## src/rtl/load_align_extend_if.sv

```systemverilog
// ============================================================================
// load_align_extend_if : request / memory-beat / result handshakes for the
//                        memory-stage load formatter.  Revision: 1.0
// ============================================================================
`default_nettype none

interface load_align_extend_if #(
  parameter int DATA_W = 32
) ();
  localparam int OW = $clog2(DATA_W / 8);

  logic              req_valid;
  logic              req_ready;
  logic [OW-1:0]     req_offset;
  logic [1:0]        req_size;
  logic              req_signed;
  logic              mem_valid;
  logic              mem_ready;
  logic [DATA_W-1:0] mem_data;
  logic              res_valid;
  logic              res_ready;
  logic [DATA_W-1:0] res_data;
  logic              res_error;

  modport slave (
    input  req_valid, req_offset, req_size, req_signed,
    input  mem_valid, mem_data, res_ready,
    output req_ready, mem_ready, res_valid, res_data, res_error
  );

  modport master (
    output req_valid, req_offset, req_size, req_signed,
    output mem_valid, mem_data, res_ready,
    input  req_ready, mem_ready, res_valid, res_data, res_error
  );
endinterface

`default_nettype wire

```

## src/rtl/load_align_extend.sv

```systemverilog
// ============================================================================
// load_align_extend : extracts, merges (across two beats) and sign/zero
//                     extends little-endian load data.  Revision: 1.0
// ============================================================================
`default_nettype none

module load_align_extend #(
  parameter int DATA_W           = 32,
  parameter bit ALLOW_MISALIGNED = 1'b1
) (
  input  logic              clk,
  input  logic              reset,
  load_align_extend_if.slave bus
);
  localparam int              NB   = DATA_W / 8;
  localparam int              OW   = $clog2(NB);
  localparam int              SW   = OW + 2;
  localparam logic [OW:0]     NB_L = (OW + 1)'(NB);
  localparam logic [SW-1:0]   NB_S = SW'(NB);

  typedef enum logic [1:0] {
    S_IDLE    = 2'd0,
    S_WAIT_LO = 2'd1,
    S_WAIT_HI = 2'd2,
    S_RESP    = 2'd3
  } state_t;

  state_t            state_q;
  logic [OW-1:0]     off_q;
  logic [1:0]        size_q;
  logic              sgn_q;
  logic [DATA_W-1:0] buf_q;
  logic [DATA_W-1:0] res_data_q;
  logic              res_error_q;

  logic [SW-1:0]     w_req_nbytes;
  logic              w_illegal;
  logic [SW-1:0]     w_nbytes;
  logic [SW-1:0]     w_end;
  logic              w_straddle;
  logic [OW+3:0]     w_hi_sh;
  logic [DATA_W-1:0] w_lo;
  logic [DATA_W-1:0] w_hi;
  logic [DATA_W-1:0] w_ext_lo;
  logic [DATA_W-1:0] w_ext_hi;

  // Bits at and above 8*nbytes are replaced by the fill, so stray bytes
  // beyond the access never need masking upstream.
  function automatic logic [DATA_W-1:0] ext_f(input logic [DATA_W-1:0] v,
                                               input logic [1:0]        sz,
                                               input logic              sg);
    logic [DATA_W-1:0] r;
    int                nbits;
    logic              fill;
    nbits = 8 << sz;
    if (nbits > DATA_W) nbits = DATA_W;
    fill = sg & v[nbits-1];
    for (int i = 0; i < DATA_W; i++) r[i] = (i < nbits) ? v[i] : fill;
    return r;
  endfunction

  assign w_req_nbytes = SW'(1) << bus.req_size;
  assign w_illegal    = (w_req_nbytes > NB_S);
  assign w_nbytes     = SW'(1) << size_q;
  assign w_end        = {2'b00, off_q} + w_nbytes;
  assign w_straddle   = (w_end > NB_S);

  // Low beat supplies bytes offset..NB-1 at the bottom; the high beat's
  // bytes land directly above them.
  assign w_hi_sh  = {NB_L - {1'b0, off_q}, 3'b000};
  assign w_lo     = bus.mem_data >> {off_q, 3'b000};
  assign w_hi     = bus.mem_data << w_hi_sh;
  assign w_ext_lo = ext_f(w_lo, size_q, sgn_q);
  assign w_ext_hi = ext_f(buf_q | w_hi, size_q, sgn_q);

  assign bus.req_ready = (state_q == S_IDLE) && !reset;
  assign bus.mem_ready = ((state_q == S_WAIT_LO) || (state_q == S_WAIT_HI)) && !reset;
  assign bus.res_valid = (state_q == S_RESP);
  assign bus.res_data  = res_data_q;
  assign bus.res_error = res_error_q;

  always_ff @(posedge clk) begin
    if (reset) begin
      state_q     <= S_IDLE;
      off_q       <= '0;
      size_q      <= '0;
      sgn_q       <= 1'b0;
      buf_q       <= '0;
      res_data_q  <= '0;
      res_error_q <= 1'b0;
    end else begin
      case (state_q)
        S_IDLE: begin
          if (bus.req_valid) begin
            off_q  <= bus.req_offset;
            size_q <= bus.req_size;
            sgn_q  <= bus.req_signed;
            if (w_illegal) begin
              res_data_q  <= '0;
              res_error_q <= 1'b1;
              state_q     <= S_RESP;
            end else begin
              state_q <= S_WAIT_LO;
            end
          end
        end
        S_WAIT_LO: begin
          if (bus.mem_valid) begin
            if (!w_straddle) begin
              res_data_q  <= w_ext_lo;
              res_error_q <= 1'b0;
              state_q     <= S_RESP;
            end else if (ALLOW_MISALIGNED) begin
              buf_q   <= w_lo;
              state_q <= S_WAIT_HI;
            end else begin
              res_data_q  <= '0;
              res_error_q <= 1'b1;
              state_q     <= S_RESP;
            end
          end
        end
        S_WAIT_HI: begin
          if (bus.mem_valid) begin
            res_data_q  <= w_ext_hi;
            res_error_q <= 1'b0;
            state_q     <= S_RESP;
          end
        end
        S_RESP: begin
          if (bus.res_ready) state_q <= S_IDLE;
        end
        default: state_q <= S_IDLE;
      endcase
    end
  end
endmodule

`default_nettype wire

```

## src/flat_wrapper.sv

```systemverilog
// flat-port wrapper written by rule: the top's interface ports become plain ports
module load_align_extend_flat 
#(
  parameter int DATA_W           = 32,
  parameter bit ALLOW_MISALIGNED = 1'b1
)
  (clk, reset, bus_req_valid, bus_req_offset, bus_req_size, bus_req_signed, bus_mem_valid, bus_mem_data, bus_res_ready, bus_req_ready, bus_mem_ready, bus_res_valid, bus_res_data, bus_res_error);
  load_align_extend_if #(.DATA_W(DATA_W)) bus_i ();
  input  logic clk;
  input  logic reset;
  input wire logic [$bits(bus_i.req_valid)-1:0] bus_req_valid;
  input wire logic [$bits(bus_i.req_offset)-1:0] bus_req_offset;
  input wire logic [$bits(bus_i.req_size)-1:0] bus_req_size;
  input wire logic [$bits(bus_i.req_signed)-1:0] bus_req_signed;
  input wire logic [$bits(bus_i.mem_valid)-1:0] bus_mem_valid;
  input wire logic [$bits(bus_i.mem_data)-1:0] bus_mem_data;
  input wire logic [$bits(bus_i.res_ready)-1:0] bus_res_ready;
  output wire logic [$bits(bus_i.req_ready)-1:0] bus_req_ready;
  output wire logic [$bits(bus_i.mem_ready)-1:0] bus_mem_ready;
  output wire logic [$bits(bus_i.res_valid)-1:0] bus_res_valid;
  output wire logic [$bits(bus_i.res_data)-1:0] bus_res_data;
  output wire logic [$bits(bus_i.res_error)-1:0] bus_res_error;
  assign bus_i.req_valid = bus_req_valid;
  assign bus_i.req_offset = bus_req_offset;
  assign bus_i.req_size = bus_req_size;
  assign bus_i.req_signed = bus_req_signed;
  assign bus_i.mem_valid = bus_mem_valid;
  assign bus_i.mem_data = bus_mem_data;
  assign bus_i.res_ready = bus_res_ready;
  assign bus_req_ready = bus_i.req_ready;
  assign bus_mem_ready = bus_i.mem_ready;
  assign bus_res_valid = bus_i.res_valid;
  assign bus_res_data = bus_i.res_data;
  assign bus_res_error = bus_i.res_error;
  load_align_extend #(.DATA_W(DATA_W), .ALLOW_MISALIGNED(ALLOW_MISALIGNED)) u_core (.clk(clk), .reset(reset), .bus(bus_i));
endmodule
```

## config.mk

```make
export PLATFORM = sky130hd
export DESIGN_NAME = load_align_extend_flat
export DESIGN_NICKNAME = d
export VERILOG_FILES = /design/src/rtl/load_align_extend_if.sv /design/src/rtl/load_align_extend.sv /design/src/flat_wrapper.sv
export SDC_FILE = /design/constraint.sdc
export NUM_CORES = 1
export LEC_CHECK = 0
export ABC_AREA = 1
export CAP_MARGIN = 20
export CORE_ASPECT_RATIO = 1.5
export CORE_UTILIZATION = 28
export CTS_BUF_LIST = sky130_fd_sc_hd__clkbuf_8
export CTS_CLUSTER_DIAMETER = 50
export CTS_CLUSTER_SIZE = 30
export DETAILED_ROUTE_END_ITERATION = 10
export GPL_TIMING_DRIVEN = 0
export PLACE_DENSITY = 0.57
export SLEW_MARGIN = 20
export SYNTH_ARGS = -nofsm -noshare
export SYNTH_HDL_FRONTEND = slang
export SYNTH_SLANG_ARGS = --single-unit
```

## constraint.sdc

```tcl
create_clock -name clk -period 2.5 [get_ports clk]
set_clock_uncertainty 0.05 [all_clocks]
set_input_delay 0.75 -clock clk [delete_from_list [all_inputs] [get_ports clk]]
set_output_delay 0.75 -clock clk [all_outputs]
set_load 0.02 [all_outputs]
```

==> flow_summary_export.csv <==
group,metric,value,unit
timing,period_needed,2.44,ns
yosys,synthTopCellsByArea,"dfxtp_1 31%, nand2_1 17%, a21oi_1 10%",
yosys,netlist.area_leader.share,31.0,%
timing,drv_slew,0,
cts,clock_latency,0.36,ns
floorplan,rows,57,
timing,layout_setup_ws,0.0634,ns
route,wl_per_cell,18.4,um
yosys,syn-cell-area,4650,um^2
route,drc_errors,0,
finish,area_growth,33.5,%
timing,max_freq,410,MHz
global_routing,grt_pass1_wl,28600,um
finish,diodes,0,
floorplan,dieArea,17100,um^2
yosys,synth_seq_cells,72,
global_routing,grt_start_max_net_pins,20,
worst_setup_path,slowest_delay,0.46,ns
worst_setup_path,worstSetupStartpointType,"flop",
route,drt_iter0_drc,527,
cts,numCtsBuffers,9,
cts,cts_root_buffer,"clkbuf_8",
route,firstDrtPassIters,5,
global_routing,grt-ovfl-total,0,
floorplan,core_area,16200,um^2
outcome,status,"finished clean",
yosys,yosysTopAreaCell,"dfxtp_1",
worst_setup_path,crit_path_end_kind,"flop",
floorplan,die_y,160,um
yosys,syn_inst,726,
worst_setup_path,critPathKind,"flop to flop",
cts,cts_num_sinks,72,
finish,multi_input_area,2860,um^2
power_and_ir_drop,max-vdd-ir-drop,0.425,mV
yosys,synth-main-ff-cell,"dfxtp_1",
place,place_congestion,0.993,
floorplan,io_pins,78,
floorplan,die_x,107,um
cts,htree_levels,3,
yosys,async_reset_ff_share,0,%
cts,cts_max_path_buffers,2,
flow_run,maxCapViolations,0,
yosys,synthTopCellsByCount,"216 x nand2_1, 94 x a21oi_1, 72 x dfxtp_1",
place,hpwl,14200,um
cts,clk_pin_slew,0.08,ns
yosys,syn_avg_cell_area,6.41,um^2
yosys,yosysSeqAreaShare,31.0,%
timing,finalSetupViolCount,0,
global_routing,grt_pass1_vias,5059,
cts,cts_tree,"built",
finish,stdcell_count,1034,
timing,fin_crit_sh,97.5,%
route,vias,5357,
power_and_ir_drop,power-per-cell-area,993,nW/um^2
worst_setup_path,critPathMaxFanout,10,
global_routing,track_usage,22.3,%
finish,fillers,1779,
place,dpl.cell_count,1008,
yosys,syn_nets,777,
route,vias_per_cell,5.18,
finish,seq_area,1450,um^2
worst_setup_path,arrival,2.67,ns
place,portBuffers,76,
timing,worst_slew_pin_slew,0.826,ns
timing,hold_viol_final,0,
global_routing,antenna_found_initial,0,
yosys,synth-edff-count,0,
worst_setup_path,crit_required,2.73,ns
yosys,synthMostInstantiatedCell,"nand2_1",
yosys,synthDistinctLibCells,38,
worst_setup_path,cp_slowest_cell,"fa_2",
min_path,hp-class,"flop to flop",
place,dp_slack,-0.735,ns
finish,drive_gt1_share,15.5,%
timing,slew_headroom,45.0,%
worst_setup_path,path_cells,"buf_6, clkbuf_8, nor2_4, fa_2, o21ai_2, nand2_2, nand2_2, nand2_4, nor2_4, buf_6, clkbuf_16, nand2_1, a21oi_1",
timing,tns,0,ns
route,drt_wl_total,19000,um
floorplan,start_util,28.7,%
finish,layout.nets,874,
power_and_ir_drop,p_leak,2.60,nW
route,antenna_left,0,
yosys,yosys_warnings,0,
[final cells by class]
class	instances	area share [%]
plain buffers	46	5.12
clock buffers	11	2.44
clock inverters	5	1.65
inverters	50	3.20
multi-input cells	554	46.0
flip-flops and latches	72	23.3
well taps	206	4.15
repair buffers	90	14.1
[critical path, delay by kind of cell (launching register included)]
kind / cells / cell delay, ns
buffers and inverters: 4 / 0.60
AO/OA/AOI/OAI: 2 / 0.28
flip-flops: 1 / 0.32
adder cells (fa/ha/maj): 1 / 0.46
AND/OR/NAND/NOR: 6 / 0.63
[sequential cells by signal, indices dropped and copies added, names as in the netlist]
name / cells
u_core.buf_q: 32
u_core.bus.res_data: 32
u_core.state_q: 2
u_core.bus.res_error: 1
u_core.off_q: 2
u_core.size_q: 2
u_core.sgn_q: 1
[power by group]
| group | switching [W] | internal [W] |
|---|---|---|
| Combinational | 0.00239 | 0.00122 |
| Sequential | 0.0000862 | 0.00127 |
| Clock | 0.000480 | 0.000716 |
| Total | 0.00296 | 0.00321 |
[per-stage QoR]
stage	cell area (um^2)	hold slack (ns)	utilization, %	total power, W
floorplan	4650	0.380	-	0.00353
global placement	5670	0.405	35.0	0.00459
detailed placement	5670	0.408	35.0	0.00458
CTS	6080	0.420	37.6	0.00596
global route	6210	0.433	38.4	0.00653
finish	6210	0.417	38.4	0.00617
[routing by layer]
layer  GRT usage [%]  wire length (um)  vias up
met5               0                 0        -
met4            15.8              1320        0
met3            2.90               945       78
met2            37.5              9350      248
met1            25.6              7430     2435
li1                -                 -     2596
[layout by cell type, fill, tap and decap left out, types with 2 or more instances in the layout]
cell and n:
a21oi_1 93, dfxtp_1 69, ha_1 6, buf_6 5
a31oi_1 9, clkdlybuf4s50_1 74, or2_2 2, o21a_1 2
nor2_2 2, nand3_2 12, clkbuf_2 4, inv_2 3
buf_2 12, a21oi_2 12, o211ai_1 7, inv_1 44
clkinv_2 2, a22oi_1 7, nand2_1 213, buf_4 20
o21ai_0 53, a211oi_1 5, dfxtp_2 2, clkbuf_1 14
o21ai_2 2, nand3_1 32, nor2_4 4, inv_6 2
buf_12 2, nor2_1 55, nand2_4 3, nor3_1 2
clkbuf_8 13, o22ai_1 9, ha_4 2, bufinv_16 3
nand4_1 4, nand2_2 10
[kinds of logic after synthesis]
family / after synthesis / synth area share, %
buf+inv: 100 / 9.87
fa+ha+maj: 9 / 2.58
flops: 72 / 31.0
xor+xnor: 1 / 0.188
simple gates: 342 / 31.9
compound gates: 202 / 24.4
[path summary, 6_finish.rpt]
kind         slack [ns]                                  from  cells after the start                                   end
max                0.06         u_core.size_q[1]$_SDFFE_PP0P_                     13  u_core.bus.res_data[13]$_SDFFE_PP0P_
min                0.42  u_core.bus.res_data[12]$_SDFFE_PP0P_                      2  u_core.bus.res_data[12]$_SDFFE_PP0P_
max reg2reg        0.06         u_core.size_q[1]$_SDFFE_PP0P_                     13  u_core.bus.res_data[13]$_SDFFE_PP0P_
min reg2reg        0.42  u_core.bus.res_data[12]$_SDFFE_PP0P_                      2  u_core.bus.res_data[12]$_SDFFE_PP0P_
[repair_timing]
item                                    CTS  global route
buffers inserted                          7             6
pin swaps                                 6             8
endpoints found under the setup margin   68            59
gates resized for setup                  37            32
gates cloned                              0             1
hold buffers                              0             0
Note: power is estimated with default switching activity, not from simulation.
==> variant 1, RTL diff (same flow settings) <==
Reset style: asynchronous (`reset`), changed in one clocked block.
--- a/src/rtl/load_align_extend.sv
+++ b/src/rtl/load_align_extend.sv
@@ -79,7 +79,7 @@
   assign bus.res_data  = res_data_q;
   assign bus.res_error = res_error_q;
 
-  always_ff @(posedge clk) begin
+  always_ff @(posedge clk or posedge reset) begin
     if (reset) begin
       state_q     <= S_IDLE;
       off_q       <= '0;
Formal check against the unedited RTL: differs if reset is asserted again (counterexample within 4 cycles, from zero or initial values and one cycle with reset high); with reset held inactive, the same outputs for 4 cycles.
==> variant 1 against the unedited design <==
The run now ends with negative setup slack left. Wire length down 4.3%. Synthesized cell count up 2.8%. Critical path depth unchanged. First-iteration DRC count down 28%. Final area up 6.9%. Count of clock-buffer cells in the layout down 1. Area after synthesis up 5.0%. Sequential cell count unchanged. Worst setup slack worse by 81 ps. Power up 51%. Largest cell class unchanged.
==> variant 1: results (changes against the unedited design) <==
* Status: complete, but fails checks
* Failing checks: negative setup slack
* Setup_tns at -38.6 ps (-38.6 ps)
* HPWL reported at the end of detailed placement at 13,500 microns (-4.9%)
* Top_reg_cell synth: dfrtp_1
* Final nets at 906 (+3.7%)
* #MultiIn Comb at 581 (+4.9%)
* Number of global-route vias before repair at 5,225 (+3.3%)
* GRT met1 Usage at 24.5% (-1.1 points)
* Fillcell total at 1,780 (+0.056%)
* Met3 Use GR at 3.69% (+0.79 points)
* Gr usage total at 20.8% (-1.5 points)
* Initial DRT Pass Iterations at 7 (+2)
* Die Wd at 110 microns (+2.4%)
* FFs w/ async S/R, synth at 100% (+100 points)
* Placer Congestion at 0.974 (-1.9%)
* Met1 Wirelength at 7160 microns (-3.6%)
* Max FO, Critical Path at 6 (-4)
* Clock buf count at 10 (-1)
* WL final at 18,200 microns (-4.3%)
* Placed inst area at 0.00596 sq mm (+5.1%)
* Largest net degree at the start of global routing at 31 (+55%)
* Syn Nets at 797 (+2.6%)
* Nonclk buf count at 142 (+4.4%)
* Grt met2 use at 34.7% (-2.8 points)
* Vias/cell at 5.02 (-3.1%)
* Area of the multi-input gates at 0.00285 sq mm (-0.44%)
* Cells after synthesis at 746 (+2.8%)
* Share of layout cells above drive strength 1 at 15.8% (+0.36 points)
* Final setup margin at -17.7 ps (-81.1 ps)
* Most area-consuming cells after synthesis: dfrtp_1 (37%), nand2_1 (26%), nor2_1 (5.1%)
* Port bufs at 77 (+1.3%)
* Register area at 0.00180 sq mm (+25%)
* Met2 WL at 9030 microns (-3.4%)
* Setup WS pre-CTS at -960 ps (-224 ps)
* Worst EP arrival at 2730 ps (+60 ps)
* Setup violators final at 4 (+4)
* Count of cell types in the netlist at 34 (-11%)
* Met3 WL at 1120 microns (+19%)
* Wire per inst at 17.0 microns (-7.5%)
* Placed insts at 1,035 (+2.7%)
* DRT iter0 DRCs at 380 (-28%)
* Worst IR drop on VDD at 0.746 mV (+76%)
* Non-CTS inverters at 49 (-2.0%)
* First-pass GRT wire length at 27,700 microns (-2.9%)
* Layout clock area frac at 2.60% (-1.5 points)
* Data buffer area share at 20.5% (+1.2 points)
-- variant 1: cell types whose count changed in the layout (fill, tap and decap cells not counted), sizes merged, moves of 5 or more --
cell / change
a22o: +9
a21oi: -70
nor2: +9
o22ai: +5
a211oi: -5
dfxtp: -72
o21ai: -6
buf: +6
nand3: -23
nand2: +117
dfrtp: +72
a22oi: -8
o211ai: -5
-- variant 1: worst paths after layout --
check	to	slack (ps)	cells after the start	start
worst max-delay path	u_core.bus.res_data[0]	-20	13	u_core.size_q[1]
worst min-delay path	u_core.bus.res_data[24]	430	2	u_core.bus.res_data[24]
worst max register to register	u_core.bus.res_data[0]	-20	13	u_core.size_q[1]
worst min register to register	u_core.bus.res_data[24]	430	2	u_core.bus.res_data[24]
max in group asynchronous	u_core.bus.res_data[24]	950	4	reset
min in group asynchronous	u_core.buf_q[23]	730	2	reset
-- variant 1: power breakdown --
| group | internal [mW] | leakage (nW) | switching [mW] |
|---|---|---|---|
| sequential | 1.63 | 0.948 | 0.263 |
| combinational | 2.53 | 2.31 | 4.04 |
| clock | 0.380 | 0.0878 | 0.478 |
-- variant 1: worst max-delay path, cell delays in order, from the launching register on --
cell       delay (ps)
dfrtp_1           350
buf_6             120
clkbuf_16         140
nor2_4             40
ha_4              160
fa_2              540
nor2_4             40
o21ai_4           200
nand2_2            90
nand3b_4          140
nor2_4             60
buf_12            140
buf_4             150
a22o_1            170
-- variant 1: what timing repair did --
| item | in CTS | in global routing |
|---|---|---|
| pin swaps | 9 | 26 |
| resized for setup | 44 | 52 |
| cloned | 1 | 3 |
| setup buffers | 9 | 9 |
| endpoints found under the setup margin | 67 | 67 |
-- variant 1: cells by family after synthesis --
family          synth area share [%]
compound gates                  14.7
flops                           36.9
xor+xnor                       0.179
buf+inv                         8.96
simple gates                    36.9
fa+ha+maj                       2.46
==> variant 2, RTL diff (same flow settings) <==
Made on the original files. `ALLOW_MISALIGNED` is set to 1'b1 in 2 places; all go to 1'b0.
--- a/src/rtl/load_align_extend.sv
+++ b/src/rtl/load_align_extend.sv
@@ -6,7 +6,7 @@
 
 module load_align_extend #(
   parameter int DATA_W           = 32,
-  parameter bit ALLOW_MISALIGNED = 1'b1
+  parameter bit ALLOW_MISALIGNED = 1'b0
 ) (
   input  logic              clk,
   input  logic              reset,
--- a/src/flat_wrapper.sv
+++ b/src/flat_wrapper.sv
@@ -2,7 +2,7 @@
 module load_align_extend_flat 
 #(
   parameter int DATA_W           = 32,
-  parameter bit ALLOW_MISALIGNED = 1'b1
+  parameter bit ALLOW_MISALIGNED = 1'b0
 )
   (clk, reset, bus_req_valid, bus_req_offset, bus_req_size, bus_req_signed, bus_mem_valid, bus_mem_data, bus_res_ready, bus_req_ready, bus_mem_ready, bus_res_valid, bus_res_data, bus_res_error);
   load_align_extend_if #(.DATA_W(DATA_W)) bus_i ();
Function: changed (a bounded check fails within 4 cycles, from zero or initial values and one cycle with reset high).
==> variant 2 against the unedited design <==
Worst setup slack better by 53 ps. Power down 30%. Area after synthesis down 28%. Final area down 26%. Combinational power down 19%. Die area down 28%. Global-route usage down 0.39 points. Sequential cell count down 32. Synthesized cell count down 25%. Utilization up 1.4 points. Clock power down 49%. Wire length down 30%. Critical path type unchanged. Critical endpoint is now u_core.bus.res_data[0].
==> variant 2: results (changes against the unedited design) <==
* Data buffer area share at 22.0% (+2.8 points)
* Final nets at 687 (-21%)
* Worst hold path depth at 2 (unchanged)
* Seq power at 0.790 mW (-42%)
* Leakage power at 1.90 nW (-27%)
* Nonclk buf count at 115 (-15%)
* Placer Congestion at 0.911 (-8.3%)
* Vias/cell at 5.17 (-0.26%)
* Placed insts at 771 (-24%)
* Met1 Wirelength at 4770 microns (-36%)
* Count of cell types in the netlist at 31 (-18%)
* TritonCTS Buffers at 5 (-4)
* Share of layout cells above drive strength 1 at 14.2% (-1.2 points)
* Largest net degree at the start of global routing at 13 (-35%)
* NetSw at 2.23 mW (-25%)
* Post-synth top cells: nand2_1 (158), o21ai_0 (68), nand3_1 (54)
* Xor/xnor share of the synthesized area at 0.263% (+0.075 points)
* Slowest cell on crit path: fa_1
* Met3 Use GR at 2.69% (-0.20 points)
* Synthesized area per cell at 6.11 sq um (-4.7%)
* HPWL reported at the end of detailed placement at 10,700 microns (-24%)
* Setup WS pre-CTS at -609 ps (+127 ps)
* Sequential cell area share at 17.6% (-5.7 points)
* Syn Nets at 599 (-23%)
* Adder-Cell Fraction of Synth Area at 4.74% (+2.2 points)
* #MultiIn Comb at 428 (-23%)
* Worst IR drop on VDD at 0.447 mV (+5.3%)
* Gr usage total at 21.9% (-0.39 points)
* Grt met2 use at 42.1% (+4.6 points)
* CP delay by family, top: buffers and inverters
* First-pass GRT wire length at 20,600 microns (-28%)
* Status: finished clean
* H-tree Lvls at 2 (-1)
* Die Wd at 91.0 microns (-15%)
* Met2 WL at 7180 microns (-23%)
* DRT iter0 DRCs at 287 (-46%)
* Worst-Skew Late Latency at 290 ps (-70 ps)
* Met3 WL at 509 microns (-46%)
* Register area at 807 sq um (-44%)
* Layout clock area frac at 2.81% (-1.3 points)
* Vias at 4,046 (-24%)
* Seq_cells at 40 (-44%)
* Register area share after synthesis at 24.1% (-6.9 points)
* Worst r2r path cells at 12 (-1)
* Most area-consuming cells after synthesis: dfxtp_1 (24%), nand2_1 (18%), o21ai_0 (10%)
* Combinational fraction of design power at 67.7% (+9.1 points)
[variant 2: cell count changes after synthesis, sizes merged, moves of 7 or more]
cell	delta
a21oi	-54
a22oi	-8
a31oi	-9
buf	-10
dfxtp	-32
inv	-7
nand2	-59
nand3	+10
nor2	-27
o21ai	+13
o22ai	-9
[variant 2: timing repair]
| item | in CTS | in global routing |
|---|---|---|
| endpoints found under the hold margin | 0 | 0 |
| hold buffers | 0 | 0 |
| endpoints found under the setup margin | 34 | 34 |
| gates cloned | 0 | 0 |
| resized for setup | 34 | 33 |
| pin swaps | 4 | 4 |
| setup buffers | 2 | 3 |
[variant 2: path summary, 6_finish.rpt]
path / from / endpoint / slack (ps)
worst min-delay path: u_core.bus.res_data[4] / u_core.bus.res_data[4] / 420
worst max register to register: u_core.size_q[1] / u_core.bus.res_data[0] / 120
worst max-delay path: u_core.size_q[1] / u_core.bus.res_data[0] / 120
worst min register to register: u_core.bus.res_data[4] / u_core.bus.res_data[4] / 420
